[src/rtl/mul_div_unit_pkg.sv]
// Shared encodings and sizing helpers for the multiply/divide unit.
package mdu_pkg;

    localparam logic [1:0] MDU_MULTU = 2'b00;
    localparam logic [1:0] MDU_MULT  = 2'b01;
    localparam logic [1:0] MDU_DIVU  = 2'b10;
    localparam logic [1:0] MDU_DIV   = 2'b11;

    typedef enum logic [1:0] {
        IDLE,
        RUN,
        FIX
    } mdu_state_t;

    localparam int MDU_WIDTH = 32;
    localparam int MDU_CNT_W = $clog2(MDU_WIDTH + 1);

    function automatic int mdu_cnt_w(input int width);
        return $clog2(width + 1);
    endfunction

endpackage

[src/rtl/mul_div_unit_if.sv]
// Request/result bundle between the datapath and the multiply/divide unit.
interface mdu_if #(
    parameter int WIDTH = 32
);
    logic             start;
    logic [1:0]       op;
    logic [WIDTH-1:0] a;
    logic [WIDTH-1:0] b;
    logic             mthi;
    logic             mtlo;
    logic [WIDTH-1:0] wdata;
    logic             busy;
    logic             done;
    logic [WIDTH-1:0] hi;
    logic [WIDTH-1:0] lo;

    modport master (
        output start, op, a, b, mthi, mtlo, wdata,
        input  busy, done, hi, lo
    );

    modport slave (
        input  start, op, a, b, mthi, mtlo, wdata,
        output busy, done, hi, lo
    );
endinterface

[src/rtl/mul_div_unit_divstep.sv]
// One restoring-division step on {remainder, quotient}; divisor is an unsigned magnitude.
module mdu_divstep #(
    parameter int WIDTH = 32
) (
    input  logic [WIDTH-1:0] rem,
    input  logic [WIDTH-1:0] quo,
    input  logic [WIDTH-1:0] divisor,
    output logic [WIDTH-1:0] rem_nxt,
    output logic [WIDTH-1:0] quo_nxt
);
    logic [WIDTH:0] shifted;
    logic [WIDTH:0] diff;

    // rem < divisor holds between steps, so diff[WIDTH] is a clean borrow flag.
    always_comb begin
        shifted = {rem, quo[WIDTH-1]};
        diff    = shifted - {1'b0, divisor};
        if (diff[WIDTH]) begin
            rem_nxt = shifted[WIDTH-1:0];
            quo_nxt = {quo[WIDTH-2:0], 1'b0};
        end else begin
            rem_nxt = diff[WIDTH-1:0];
            quo_nxt = {quo[WIDTH-2:0], 1'b1};
        end
    end
endmodule

[src/rtl/mul_div_unit.sv]
// Iterative MIPS multiply/divide unit with HI/LO. Define DIVIDER_EN to build the
// divide datapath; without it DIV/DIVU complete in one cycle and leave HI/LO alone.
//
// state | meaning
// IDLE  | waiting for start; mthi/mtlo writes accepted
// RUN   | one shift-add or restoring-divide step per cycle, WIDTH cycles
// FIX   | sign correction and HI/LO commit
module mul_div_unit
    import mdu_pkg::*;
#(
    parameter int WIDTH = 32
) (
    input  logic clk,
    input  logic reset,
    mdu_if.slave bus
);
    localparam int CNT_W = mdu_cnt_w(WIDTH);
    localparam int W2    = 2 * WIDTH;

    mdu_state_t       state;
    logic [CNT_W-1:0] iter_cnt;
    logic [WIDTH-1:0] mag_a;
    logic             neg_res;
    logic [W2-1:0]    acc;
    logic             busy_q;
    logic             done_q;
    logic [WIDTH-1:0] hi_q;
    logic [WIDTH-1:0] lo_q;

    logic             a_neg;
    logic             b_neg;
    logic [WIDTH-1:0] a_abs;
    logic [WIDTH-1:0] b_abs;
    logic [WIDTH-1:0] mul_add;
    logic [WIDTH:0]   mul_sum;
    logic [W2-1:0]    mul_nxt;
    logic [W2-1:0]    prod_fix;

    always_comb begin
        a_neg    = bus.op[0] & bus.a[WIDTH-1];
        b_neg    = bus.op[0] & bus.b[WIDTH-1];
        a_abs    = a_neg ? -bus.a : bus.a;
        b_abs    = b_neg ? -bus.b : bus.b;
        mul_add  = acc[0] ? mag_a : '0;
        mul_sum  = {1'b0, acc[W2-1:WIDTH]} + {1'b0, mul_add};
        mul_nxt  = {mul_sum, acc[WIDTH-1:1]};
        prod_fix = neg_res ? -acc : acc;
    end

`ifdef DIVIDER_EN
    logic             div_q;
    logic             neg_rem;
    logic             div_zero;
    logic [WIDTH-1:0] mag_b;
    logic [WIDTH-1:0] rem_nxt;
    logic [WIDTH-1:0] quo_nxt;
    logic [WIDTH-1:0] quo_fix;
    logic [WIDTH-1:0] rem_fix;

    mdu_divstep #(.WIDTH(WIDTH)) u_divstep (
        .rem     (acc[W2-1:WIDTH]),
        .quo     (acc[WIDTH-1:0]),
        .divisor (mag_b),
        .rem_nxt (rem_nxt),
        .quo_nxt (quo_nxt)
    );

    // A zero divisor leaves the dividend magnitude in the remainder, so only the
    // quotient needs overriding; the remainder sign fix restores the raw dividend.
    always_comb begin
        quo_fix = div_zero ? '1 : (neg_res ? -acc[WIDTH-1:0] : acc[WIDTH-1:0]);
        rem_fix = neg_rem ? -acc[W2-1:WIDTH] : acc[W2-1:WIDTH];
    end
`endif

    always_ff @(posedge clk) begin
        if (reset) begin
            state    <= IDLE;
            iter_cnt <= '0;
            mag_a    <= '0;
            neg_res  <= 1'b0;
            acc      <= '0;
            busy_q   <= 1'b0;
            done_q   <= 1'b0;
            hi_q     <= '0;
            lo_q     <= '0;
`ifdef DIVIDER_EN
            div_q    <= 1'b0;
            neg_rem  <= 1'b0;
            div_zero <= 1'b0;
            mag_b    <= '0;
`endif
        end else begin
            done_q <= 1'b0;
            case (state)
                IDLE: begin
                    if (bus.mthi) hi_q <= bus.wdata;
                    if (bus.mtlo) lo_q <= bus.wdata;
                    if (bus.start) begin
                        iter_cnt <= '0;
                        mag_a    <= a_abs;
                        neg_res  <= a_neg ^ b_neg;
`ifdef DIVIDER_EN
                        div_q    <= bus.op[1];
                        neg_rem  <= a_neg;
                        div_zero <= (bus.b == '0);
                        mag_b    <= b_abs;
                        acc      <= {{WIDTH{1'b0}}, (bus.op[1] ? a_abs : b_abs)};
                        busy_q   <= 1'b1;
                        state    <= RUN;
`else
                        acc      <= {{WIDTH{1'b0}}, b_abs};
                        if (bus.op[1]) begin
                            done_q <= 1'b1;
                        end else begin
                            busy_q <= 1'b1;
                            state  <= RUN;
                        end
`endif
                    end
                end
                RUN: begin
                    iter_cnt <= iter_cnt + CNT_W'(1);
`ifdef DIVIDER_EN
                    acc <= div_q ? {rem_nxt, quo_nxt} : mul_nxt;
`else
                    acc <= mul_nxt;
`endif
                    if (iter_cnt == CNT_W'(WIDTH - 1)) state <= FIX;
                end
                FIX: begin
`ifdef DIVIDER_EN
                    if (div_q) begin
                        hi_q <= rem_fix;
                        lo_q <= quo_fix;
                    end else begin
                        hi_q <= prod_fix[W2-1:WIDTH];
                        lo_q <= prod_fix[WIDTH-1:0];
                    end
`else
                    hi_q <= prod_fix[W2-1:WIDTH];
                    lo_q <= prod_fix[WIDTH-1:0];
`endif
                    busy_q <= 1'b0;
                    done_q <= 1'b1;
                    state  <= IDLE;
                end
                default: begin
                    busy_q <= 1'b0;
                    state  <= IDLE;
                end
            endcase
        end
    end

    assign bus.busy = busy_q;
    assign bus.done = done_q;
    assign bus.hi   = hi_q;
    assign bus.lo   = lo_q;

endmodule

[src/flat_wrapper.sv]
// flat-port wrapper written by rule: the top's interface ports become plain ports
module mul_div_unit_flat import mdu_pkg::*;
#(
    parameter int WIDTH = 32
)
  (clk, reset, bus_start, bus_op, bus_a, bus_b, bus_mthi, bus_mtlo, bus_wdata, bus_busy, bus_done, bus_hi, bus_lo);
  mdu_if #(.WIDTH(WIDTH)) bus_i ();
  input  logic clk;
  input  logic reset;
  input wire logic [$bits(bus_i.start)-1:0] bus_start;
  input wire logic [$bits(bus_i.op)-1:0] bus_op;
  input wire logic [$bits(bus_i.a)-1:0] bus_a;
  input wire logic [$bits(bus_i.b)-1:0] bus_b;
  input wire logic [$bits(bus_i.mthi)-1:0] bus_mthi;
  input wire logic [$bits(bus_i.mtlo)-1:0] bus_mtlo;
  input wire logic [$bits(bus_i.wdata)-1:0] bus_wdata;
  output wire logic [$bits(bus_i.busy)-1:0] bus_busy;
  output wire logic [$bits(bus_i.done)-1:0] bus_done;
  output wire logic [$bits(bus_i.hi)-1:0] bus_hi;
  output wire logic [$bits(bus_i.lo)-1:0] bus_lo;
  assign bus_i.start = bus_start;
  assign bus_i.op = bus_op;
  assign bus_i.a = bus_a;
  assign bus_i.b = bus_b;
  assign bus_i.mthi = bus_mthi;
  assign bus_i.mtlo = bus_mtlo;
  assign bus_i.wdata = bus_wdata;
  assign bus_busy = bus_i.busy;
  assign bus_done = bus_i.done;
  assign bus_hi = bus_i.hi;
  assign bus_lo = bus_i.lo;
  mul_div_unit #(.WIDTH(WIDTH)) u_core (.clk(clk), .reset(reset), .bus(bus_i));
endmodule
[config.mk]
export PLATFORM = sky130hd
export DESIGN_NAME = mul_div_unit_flat
export DESIGN_NICKNAME = d
export VERILOG_FILES = /design/src/rtl/mul_div_unit_pkg.sv /design/src/rtl/mul_div_unit_if.sv /design/src/rtl/mul_div_unit_divstep.sv /design/src/rtl/mul_div_unit.sv /design/src/flat_wrapper.sv
export SDC_FILE = /design/constraint.sdc
export NUM_CORES = 1
export LEC_CHECK = 0
export ABC_AREA = 1
export ABC_CLOCK_PERIOD_IN_PS = 3000
export CORE_UTILIZATION = 55
export CTS_CLUSTER_SIZE = 16
export DETAILED_ROUTE_END_ITERATION = 8
export GPL_TIMING_DRIVEN = 1
export PLACE_DENSITY_LB_ADDON = 0.15
export SYNTH_ARGS = -nofsm -noshare
export SYNTH_HDL_FRONTEND = slang
export SYNTH_SLANG_ARGS = --single-unit
[constraint.sdc]
create_clock -name clk -period 3 [get_ports clk]
set_input_delay 0.9 -clock clk [delete_from_list [all_inputs] [get_ports clk]]
set_output_delay 0.9 -clock clk [all_outputs]
set_load 0.05 [all_outputs]
== After elaboration in Yosys (flattened, before gate mapping) ==
Cells that the tools add are included.
Widths: inputs -> output; s select.
Operators by class
  reduce and logical (&&, ||, !) cells: 9
  eq/ne operators: 8
  bitwise operators: 4
  muxes and demuxes: 22
  add/subtract/negate cells: 5
Operators with widths (number)
  $mux 32: 5
  $mux 64: 2
  $pmux 32 s2: 2
  $pmux 64 s2: 1
  $neg 32->32: 2
  $neg 64->64: 1
  $add 32x32->33: 1
  $pmux 6 s2: 1
  $ne 2x2->1 const B: 4
  $reduce_and 2->1: 4
  $add 6x1->6 const B: 1
  $eq 6x5->1 const B: 1
  $mux 2: 3
  $mux 6: 1
  $reduce_and 3->1: 2
  $mux 1: 4
  $pmux 1 s2: 2
  $pmux 2 s2: 1
  $reduce_bool 2->1: 2
  $and 1x1->1: 2
  $eq 2x1->1 const B: 1
  $eq 2x2->1 const B: 1
  $logic_not 2->1: 1
  $ne 2x1->1 const B: 1
  other kinds (2): 2
Storage, ports and cells
  logic and storage cells: 57
  bits of input ports: 103
  register bits: 171

== Logic depth before layout (Yosys ltp) ==
  word-level depth: 4
  mapped depth: 17

== Least setup slack after synthesis ==
No wires, ideal clock.
  path type: input -> register
  start: in bus_b[0]
  end: reg u_core.acc[18]
  setup slack: 0.736 ns
  stages: 9
  data arrival time: 2.150 ns
  cells stage by stage: inv_1 -> ha_1 -> nand3_1 -> nor2_2 -> nand2_2 -> o21ai_4 -> xor2_1 -> nor2_1 -> o21a_1
On the way
  longest elaborated chain between the ends: 4
RTL lines
  start, declared: RTL line flat_wrapper.sv:13  | input wire logic [$bits(bus_i.b)-1:0] bus_b;
  $neg 32->32: RTL line mul_div_unit.sv:43  | b_abs = b_neg ? -bus.b : bus.b;
  $mux 32: RTL line mul_div_unit.sv:43
  $mux 64: RTL line mul_div_unit.sv:99  | if (bus.start) begin
  $pmux 64 s2: RTL line mul_div_unit.sv:95  | case (state)
  end signal, assigned: RTL line mul_div_unit.sv:112  | acc <= {{WIDTH{1'b0}}, b_abs};
  end signal, assigned: RTL line mul_div_unit.sv:127  | acc <= mul_nxt;
  end, declared: RTL line mul_div_unit.sv:24  | logic [W2-1:0] acc;
Every way passes these cells. The select of a mux whose other input is x is not followed.
A chain may end at the register's enable or synchronous reset.

== Worst setup path in the final report ==
  start: reg u_core.hi_q[31] (netlist: u_core.bus.hi[31])
  end: out bus_hi[31]
RTL lines
  start, declared: RTL line mul_div_unit.sv:27  | logic [WIDTH-1:0] hi_q;
  start signal, assigned: RTL line mul_div_unit.sv:97  | if (bus.mthi) hi_q <= bus.wdata;
  start signal, assigned: RTL line mul_div_unit.sv:141  | hi_q <= prod_fix[W2-1:WIDTH];
  end, declared: RTL line flat_wrapper.sv:19  | output wire logic [$bits(bus_i.hi)-1:0] bus_hi;
No word-level cell between the ends.

==> summary.md <==
| Metric | Value |
|---|---|
| Status | `finished, final reports clean` |
| Max cap viols | `0` |
| Buffer count from post-CTS setup fixing | `0` |
| Async SR Flop Fraction | `0%` |
| Die width | `158 µm` |
| Htree depth | `4` |
| Core Util, Final | `slightly below 70%` |
| Setup crit end kind | `output port` |
| Critical path depth | `1` |
| First-pass GRT wire length | `approximately 73 mm` |
| Met3 WL | `4.69 mm` |
| End of the critical path | `bus_hi[31]` |
| CP cell instances | `clkdlybuf4s50_1` |
| Share of layout cells above drive strength 1 | `under 10%` |
| RSZ-0062 raised after global routing | `no` |
| Clock Latency Late Sink | `0.44 ns` |
| DIE AREA | `around 25000 µm²` |
| Synth Cell Area | `approximately 13000 µm²` |
| Post-cts gate resize count | `0` |
| Wire length per cell | `17.0 µm` |
| Worst setup SP type | `register` |
| Starting Density | `roughly 56%` |
| Clock Pin Slew Worst Setup and Hold Paths | `0.08 ns` |
| CTS tree | `done` |
| Post-synth top area cell | `dfxtp_1` |
| Mapped Cells | `roughly 2300` |
| Fin crit period | `2.53 ns` |
| Relative slew slack | `42.3%` |
| Worst R2R Path Depth | `13` |
| Power per cell area | `744 nW/µm²` |
| Max Fclk | `395 MHz` |
| Clock skew after layout | `approximately 0.016 ns` |
| Commonest non-fill, non-tap cells in the layout | `634 x nand2_1, 291 x inv_1, 267 x nor2_1` |
| Vias in the first global route | `between 10000 and 15000` |
| Crit Reg-Reg Endpoint | `u_core.acc[58]$_SDFFE_PP0P_` |
| Post-detailed-route count of antenna-violating nets | `0` |
| DPL Wire Length | `roughly 36 mm` |
| Share of the synthesized area in the top cell type | `25.7%` |
| CP Data Required Time | `approximately 2.1 ns` |
| Crit path max-delay family | `buffers and inverters` |
| Post-synth EDFFs | `0` |
| Synth top area cells | `dfxtp_1 26%, nand2_1 18%, nand3_1 8.6%, inv_1 8.2%, a21oi_1 8.1%` |
| Tcrit/Tclk final | `between 80% and 90%` |
| Area of all placed cells without fillers | `~16000 µm²` |
| Worst Hold Class | `register to register` |
| R2r startpoint | `u_core.acc[0]$_SDFFE_PP0P_` |
| Setup TNS | `0 ns` |
| Vias | `15800` |
| Detailed Route Iter0 Violations | `between 1500 and 2000` |
| Post-synthesis sequential area ratio | `about a quarter` |
| P&R area growth vs syn | `19.3%` |
| Hold Violations, Final | `0` |
| Uppermost layer routed | `met4` |
| Avg Cell Area, Syn | `about 5.8 µm²` |
| Slew Limit Fails | `0` |
| Port Buffers | `around 170` |
| Seq cells post-synth | `171` |
| Met2 WL | `just over 20 mm` |
| Initial antenna violation count | `0` |
| RePlAce Congestion | `between 1 and 1.5` |
| Lkg Pwr | `around 7.5 nW` |
| Drt drc | `0` |
| Flop2flop setup slack | `about 0.47 ns` |
| Clock root cell | `clkbuf_16` |
| Switch Pwr | `between 0.005 and 0.006 W` |
| CTS Buffer Depth | `2` |
| Dpl cells | `roughly 2700` |
| Post-CTS Hold Fix Bufs | `0` |
| Setup-failing EPs final | `0` |
| Critical path peak fanout | `2` |
| N_diodes | `0` |
| Non-filler cells, final | `2763` |
| CP peak stage delay | `0.85 ns` |
| Worst setup path startpoint | `u_core.bus.hi[31]$_SDFFE_PP0P_` |
| Clock power share | `about a fifth` |
| Slowest cell on crit path | `clkdlybuf4s50_1` |
| Row Count | `56` |
| Post-layout nets | `about 2600` |
| Largest net degree at the start of global routing | `84` |
| IO Pins | `about 170` |
| Pre-antenna DRT Iters | `6` |
| Internal power | `0.00584 W` |
| Top_reg_cell synth | `dfxtp_1` |
| Core area | `about 24000 µm²` |
| Synthesized net count | `between 2000 and 2500` |
| Area after DPL | `15300 µm²` |
| Commonest non-fill, non-tap cell in the layout | `nand2_1` |
| Gr usage total | `37.7%` |
| Crit Path Class | `register to output port` |
| Synth cell types | `46` |
| Sw Share | `around 50%` |
| Wire length on met1 | `about 21 mm` |
| Die H | `approximately 160 µm` |
| Buf/Inv on CP | `1` |
| Vias per std cell | `around 5.7` |
| Global route total overflow | `0` |
| Flop pwr share | `between 20% and 30%` |
| Inserted Clock Buffers | `17` |
| Peak VDD IR | `around 0.00038 V` |
| Power share of the combinational group | `between 50% and 60%` |
| Worst-margin pin slew | `~0.86 ns` |
| Wirelength, routed | `between 40 and 50 mm` |
| CTS Sinks | `171` |
| Critical Path AT | `1.63 ns` |
| Synthesis Warnings | `0` |
==> state kept, by name, summed over array words and instances (netlist names) <==
name	flops
u_core.acc	64
u_core.bus.busy	1
u_core.bus.done	1
u_core.bus.hi	32
u_core.bus.lo	32
u_core.iter_cnt	6
u_core.mag_a	32
u_core.neg_res	1
u_core.state	2
==> layout make-up <==
type,instances,area [µm²]
Multi-Input combinational cell,1741,8380
Fill cell,2256,7740
Sequential cell,171,3420
Timing Repair Buffer,194,1920
Inverter,306,1150
Clock buffer,17,425
Tap cell,319,399
Clock inverter,15,175
==> synthesized netlist by cell type, types with 4 or more instances <==
cell,n
o21bai_1,8
buf_2,26
dfxtp_1,171
buf_1,7
a21oi_1,215
xor2_1,15
or2_2,18
nand3_2,6
a31oi_1,16
nand4_1,28
nor2_4,4
o21ai_0,127
nand2_2,5
nand3_1,229
inv_2,14
o21ai_1,19
o211ai_1,8
a221oi_1,4
clkbuf_1,50
nor3_1,11
and2_1,6
a22oi_1,19
ha_1,36
nor2_1,267
inv_1,292
nand2_1,634
o22ai_1,4
nor2_2,12
nand3b_1,21
==> worst register-to-register path: stages, from the launching register on <==
cell     delay (ns)
dfxtp_1        0.41
buf_4          0.31
nand2_1        0.18
inv_1          0.09
ha_1           0.23
nand2_1        0.10
inv_1          0.08
nand2_1        0.06
nor3_1         0.35
and2_1         0.19
nand2_1        0.10
nand3_1        0.10
nand3_1        0.09
a21oi_1        0.15
==> how the worst min path moves through the flow <==
stage                                     from                         endpoint  slack, ns  cells after the start
2_1_floorplan  u_core.iter_cnt[5]$_SDFFE_PP0P_  u_core.iter_cnt[5]$_SDFFE_PP0P_       0.44                      1
3_3_place_gp   u_core.iter_cnt[5]$_SDFFE_PP0P_  u_core.iter_cnt[5]$_SDFFE_PP0P_       0.46                      1
3_5_place_dp   u_core.iter_cnt[5]$_SDFFE_PP0P_  u_core.iter_cnt[5]$_SDFFE_PP0P_       0.47                      1
4_1_cts        u_core.iter_cnt[5]$_SDFFE_PP0P_  u_core.iter_cnt[5]$_SDFFE_PP0P_       0.48                      1
5_1_grt        u_core.iter_cnt[5]$_SDFFE_PP0P_  u_core.iter_cnt[5]$_SDFFE_PP0P_       0.51                      1
6_report       u_core.iter_cnt[5]$_SDFFE_PP0P_  u_core.iter_cnt[5]$_SDFFE_PP0P_       0.49                      1
==> cells by family (layout without fill, tap and decap cells) <==
logic type | Yosys count | in the layout | share of synthesized area [%]
AOI/OAI and AO/OA | 438 | 438 | 18.0
xor gates and xnor gates | 18 | 18 | 1.19
buffers and inverters | 393 | 532 | 11.5
and+or+nand+nor | 1248 | 1248 | 40.0
DFF | 171 | 171 | 25.7
adders and majority gates | 37 | 37 | 3.54
==> per-stage QoR <==
step	hold slack (ns)	power, W	worst slack [ns]
6_report	0.490	0.0118	0.468
5_1_grt	0.508	0.0125	0.229
4_1_cts	0.482	0.0117	0.456
3_5_place_dp	0.469	0.00942	0.0971
3_3_place_gp	0.458	0.00933	0.179
2_1_floorplan	0.437	0.00746	0.736
==> power groups by stage <==
stage          combinational (W)  sequential [W]  clock [W]
5_1_grt                  0.00674         0.00338    0.00236
6_report                 0.00622         0.00333    0.00226
2_1_floorplan            0.00325         0.00422          0
3_5_place_dp             0.00608         0.00334          0
3_3_place_gp             0.00600         0.00333          0
4_1_cts                  0.00610         0.00330    0.00227
==> per-layer routing <==
metal | track usage [%] | vias to the layer above
met5 | 0 | -
met4 | 11.6 | 0
met3 | 5.48 | 68
met2 | 57.6 | 800
met1 | 54.2 | 7234
li1 | - | 7728
Power figures use the tool's default switching activity.
